===== config.mk =====
export PLATFORM = sky130hd
export DESIGN_NAME = instrumented_adder_wrapper
export DESIGN_NICKNAME = d
export VERILOG_FILES = /design/src/rtl/instrumented_adder_wrapper.sv
export SDC_FILE = /design/constraint.sdc
export NUM_CORES = 1
export LEC_CHECK = 0
export ABC_CLOCK_PERIOD_IN_PS = 9800
export BUFFER_PORTS_ARGS = -buffer_cell sky130_fd_sc_hd__buf_2
export CAP_MARGIN = 20
export CORE_MARGIN = 1.5
export CORE_UTILIZATION = 30
export DETAILED_ROUTE_END_ITERATION = 12
export GPL_TIMING_DRIVEN = 0
export PLACE_DENSITY_LB_ADDON = 0.08
export SLEW_MARGIN = 30
export SYNTH_ARGS = -nofsm -noshare
export SYNTH_HDL_FRONTEND = slang
export SYNTH_SLANG_ARGS = --single-unit

===== constraint.sdc =====
create_clock -name wb_clk_i -period 9.8 [get_ports wb_clk_i]
set_input_delay 1.96 -clock wb_clk_i [delete_from_list [all_inputs] [get_ports wb_clk_i]]
set_output_delay 1.96 -clock wb_clk_i [all_outputs]
set_load 0.02 [all_outputs]

===== src/rtl/instrumented_adder_wrapper.sv =====
// Synchronous behavioural model of the instrumented-adder user project: a 32-bit adder
// closed into a ring through a registered chain bit, with an oscillation counter.
module instrumented_adder_wrapper (
    input  logic        wb_clk_i,
    input  logic        wb_rst_i,
    input  logic        active,
    input  logic [31:0] la1_data_in,
    input  logic [31:0] la2_data_in,
    input  logic [31:0] la3_data_in,
    input  logic [31:0] la1_oenb,
    input  logic [31:0] la2_oenb,
    input  logic [31:0] la3_oenb,
    input  logic [37:0] io_in,
    output logic [31:0] la1_data_out,
    output logic [31:0] la2_data_out,
    output logic [31:0] la3_data_out,
    output logic [37:0] io_out,
    output logic [37:0] io_oeb
);
    logic [31:0] cmd;
    logic        run;

    logic [31:0] a_input_q, a_input_d;
    logic [31:0] b_input_q, b_input_d;
    logic [31:0] ring_b_q, ring_b_d;
    logic [31:0] ext_b_q, ext_b_d;
    logic [31:0] out_b_q, out_b_d;
    logic [31:0] counter_q, counter_d;
    logic [31:0] sum_q, sum_d;
    logic        carry_q, carry_d;
    logic        chain_out_q, chain_out_d;
    logic        chain_prev_q, chain_prev_d;

    logic [31:0] a_eff;
    logic [32:0] sum;
    logic        chain_src;

    // A command bit only counts when the project is selected and its lane is qualified.
    assign cmd = {32{active}} & la3_data_in & ~la3_oenb;
    assign run = cmd[5];

    // Per-bit operand source: ring feedback, external pin, or the loaded A word.
    generate
        for (genvar gi = 0; gi < 32; gi++) begin : g_a_eff
            assign a_eff[gi] = !ring_b_q[gi] ? ~chain_out_q :
                               !ext_b_q[gi]  ? io_in[8]     :
                                               a_input_q[gi];
        end
    endgenerate

    assign sum       = {1'b0, a_eff} + {1'b0, b_input_q};
    assign chain_src = |(sum[31:0] & ~out_b_q);

    always_comb begin
        a_input_d    = cmd[0] ? la1_data_in : a_input_q;
        b_input_d    = cmd[1] ? la2_data_in : b_input_q;
        ring_b_d     = cmd[2] ? la1_data_in : ring_b_q;
        ext_b_d      = cmd[3] ? la1_data_in : ext_b_q;
        out_b_d      = cmd[4] ? la1_data_in : out_b_q;
        chain_out_d  = run ? chain_src : 1'b0;
        chain_prev_d = chain_out_q;
        counter_d    = counter_q;
        if (cmd[6]) begin
            counter_d = '0;
        end else if (run && chain_out_q && !chain_prev_q) begin
            counter_d = counter_q + 32'd1;
        end
        // The captured result freezes while the loop is running.
        sum_d   = run ? sum_q   : sum[31:0];
        carry_d = run ? carry_q : sum[32];
    end

    always_ff @(posedge wb_clk_i) begin
        if (wb_rst_i) begin
            a_input_q    <= '0;
            b_input_q    <= '0;
            ring_b_q     <= '0;
            ext_b_q      <= '0;
            out_b_q      <= 32'h3FFF_FFFF;
            counter_q    <= '0;
            sum_q        <= '0;
            carry_q      <= 1'b0;
            chain_out_q  <= 1'b0;
            chain_prev_q <= 1'b0;
        end else begin
            a_input_q    <= a_input_d;
            b_input_q    <= b_input_d;
            ring_b_q     <= ring_b_d;
            ext_b_q      <= ext_b_d;
            out_b_q      <= out_b_d;
            counter_q    <= counter_d;
            sum_q        <= sum_d;
            carry_q      <= carry_d;
            chain_out_q  <= chain_out_d;
            chain_prev_q <= chain_prev_d;
        end
    end

    assign la1_data_out = active ? counter_q : '0;
    assign la2_data_out = active ? sum_q     : '0;
    assign la3_data_out = active ? {29'b0, carry_q, run, chain_out_q} : '0;
    assign io_out       = active ? {27'b0, run, chain_out_q, 9'b0} : '0;
    assign io_oeb       = active ? 38'h3F_FFFF_F9FF : '0;

    logic unused_inputs;
    assign unused_inputs = ^{la1_oenb, la2_oenb, io_in[37:9], io_in[7:0], cmd[31:7]};
endmodule


==> reports/summary.txt <==
Outcome: completed
Tightest Pin Transition: 945.4 ps
Post CTS Setup Buffer Count: 0
Max-slew violations: 0
Post-Syn Area: 12480 sq um
Slack of the critical path: 3452 ps
Crit start category: input pin
DR pass1 iterations: 5
Lkg Pwr: 0.006524 uW
Vias per Instance: 4.638
Synth area leaders: dfxtp_1 (36%), nand2_1 (12%), a21oi_1 (7.7%)
Fillers: 4430
Post-synth ARST share: 0
Largest net degree at the start of global routing: 38
Setup TNS Final: 0 ps
IO Port Bufs: 184
Rel. slew slack: 0.3674
Starting Density: 0.3051
# resized after CTS: 0
Pwr dens: 165.9 nW/um^2
Avg Cell Area, Syn: 7.678 sq um
CTS clk-pin slew, worst paths: 60 ps
Clock Latency Late Sink: 550 ps
Clk sinks: 227
Layout cells sized above 1: 0.1922
Area leader, netlist: dfxtp_1
Crit path max fanout: 10
Final hold vios: 0
VDD IR max: 0.1312 mV
FF+latch count, synth: 227
Antenna Nets Post-Route: 0
Crit path cell chain: buf_2, clkbuf_1, mux2i_1, mux2i_1, ha_1, inv_1, fa_1, o22ai_1, a221o_1, a2111oi_0, o2111ai_1, nor4_1, nand4_1, or4_1, a2111oi_2, a211oi_1
Io pins: 405
Seq. cell area: 4544 sq um
H-tree levels: 1
Num rows: 74
Setup violators final: 0
Min-Delay Path Class: flop to flop
Number of global-route vias before repair: 10506
Final RePlAce weighted congestion: 0.9023
Die height: 207.0 microns
Total Wirelength: 41.05 mm
Peak Freq: 0.1575 GHz
WL per Instance: 16.71 microns
Gate Count Post-Synth: 1626
Post-synth top area share: 0.3640
First-pass GRT wire length: 61.30 mm
CTS tree: yes
Synth cell count leaders: nand2_1 (412), dfxtp_1 (227), a21oi_1 (191)
Final Cell Area: 15220 sq um
Die Wd: 207.0 microns
Residual DRC: 0
DR vias: 11396
CP Class: input pin to flop
Number of max-cap violations: 0
Starting DRT DRC Count: 536
Tot GR Track Use: 0.1878
Die ar.: 42850 sq um
Most used cell, CP: mux2i_1
Synth Flop Type: dfxtp_1
DP Worst Slack: 2879 ps
Slowest CP cell: a2111oi_0
Critical Path AT: 6740 ps
Worst Skew: 10.80 ps
Root buffer cell: clkbuf_16
Largest stage delay on the critical path: 740 ps
CTS buffer count: 28
Post-cts hold buffer count: 0
Clock Path Buffers: 3
Number of synthesized flops with an enable pin: 0
Area delta synth->final: 21.92%
Antenna Diode Count: 0
Kind of end point of the critical path: flop
Post-DP Area: 14320 sq um
Nets@finish: 2173
Final period util: 0.6478
RSZ-0062 raised after global routing: no
Post-synthesis sequential area ratio: 0.3640
Multi-input logic area: 6890 sq um
Min Hold Slack: 443.9 ps
Final HPWL DP: 33.01 mm
Overall power: 2526 uW
Core area: 40920 sq um
YS warnings: 0
WP data required: 10190 ps
GR Overflow Total: 0
Tmin final: 6348 ps
Most frequent cell after synthesis: nand2_1
Yosys cell types: 72
Initial antenna violation count: 1
logic make-up (layout without fill, tap and decap cells):
family	count (synthesis)	count (layout)	share of synthesized area
flops	227	227	0.3640
simple gates	699	699	0.2559
buf+inv	235	468	0.1039
fa+ha+maj	34	34	0.03468
compound gates	302	302	0.1431
other cells	1	67	0.0003004
xor+xnor	54	54	0.03848
mux	74	74	0.05963
worst max-delay path: cells and delay by family:
family	cells	cell delay [ps]
adders and majority gates	2	830
muxes	2	400
AOI/OAI and AO/OA	6	1900
buffers and inverters	3	710
and+or+nand+nor	3	930
cell usage in the layout, fill, tap and decap left out, drive strengths merged, types with 4 or more instances in the layout:
cell / netlist / final
mux2i: 71 / 71
a211oi: 15 / 15
nor4: 6 / 6
buf: 116 / 300
clkinv: 1 / 7
nor2b: 9 / 9
xnor2: 31 / 31
a21oi: 192 / 192
or3: 12 / 12
nor2: 70 / 70
o21a: 7 / 7
dfxtp: 227 / 227
nand4: 17 / 17
o21ai: 28 / 28
xor2: 23 / 23
nand3: 16 / 16
o21bai: 4 / 4
a31oi: 6 / 6
nand2b: 5 / 5
or2: 12 / 12
o211ai: 5 / 5
a2111oi: 6 / 6
conb: 1 / 67
ha: 33 / 33
nand2: 412 / 412
a21o: 11 / 11
and2: 70 / 70
nor3: 15 / 15
nand3b: 33 / 33
nor3b: 4 / 4
clkbuf: 90 / 131
inv: 28 / 28
and3: 12 / 12
power by group:
group	switching, uW	internal (uW)	total, uW
clock network	403	608	1010
registers	27.3	972	999
logic	320	196	516
path summary, 6_finish.rpt:
path / slack [ps] / startpoint / cells past startpoint / endpoint
max: 3450 / io_in[8] / 16 / chain_out_q
min: 440 / sum_q[23] / 2 / sum_q[23]
max reg2reg: 4250 / chain_out_q / 14 / chain_out_q
min reg2reg: 440 / sum_q[23] / 2 / sum_q[23]
state kept, by name, indices dropped and copies added, names as in the netlist:
| signal | count |
|---|---|
| b_input_q | 32 |
| carry_q | 1 |
| sum_q | 32 |
| chain_out_q | 1 |
| ext_b_q | 32 |
| a_input_q | 32 |
| counter_q | 32 |
| out_b_q | 32 |
| ring_b_q | 32 |
| chain_prev_q | 1 |
layer usage:
layer,track usage,vias to the layer above,share of wire
met4,0.05858,0,0.026
met5,0,-,0
met2,0.3035,320,0.44
met1,0.2580,5178,0.47
met3,0.02559,51,0.058
li1,-,5847,-
layout make-up:
class	count	area share
Buffer	206	0.07809
Clock buffer	41	0.05458
Clock inverter	8	0.004686
Inverter	29	0.007152
Multi-Input combinational cell	1230	0.4527
Sequential cell	227	0.2986
Tap cell	532	0.04373
Timing Repair Buffer	184	0.06050
metrics by stage:
step           cells    util
3_3_place_gp    2408  0.3499
4_1_cts         2457  0.3719
3_5_place_dp    2408  0.3499
5_1_grt         2457  0.3719
2_1_floorplan   1692       -
6_report        2457  0.3719
No activity file was read; power rests on OpenSTA's default activity.
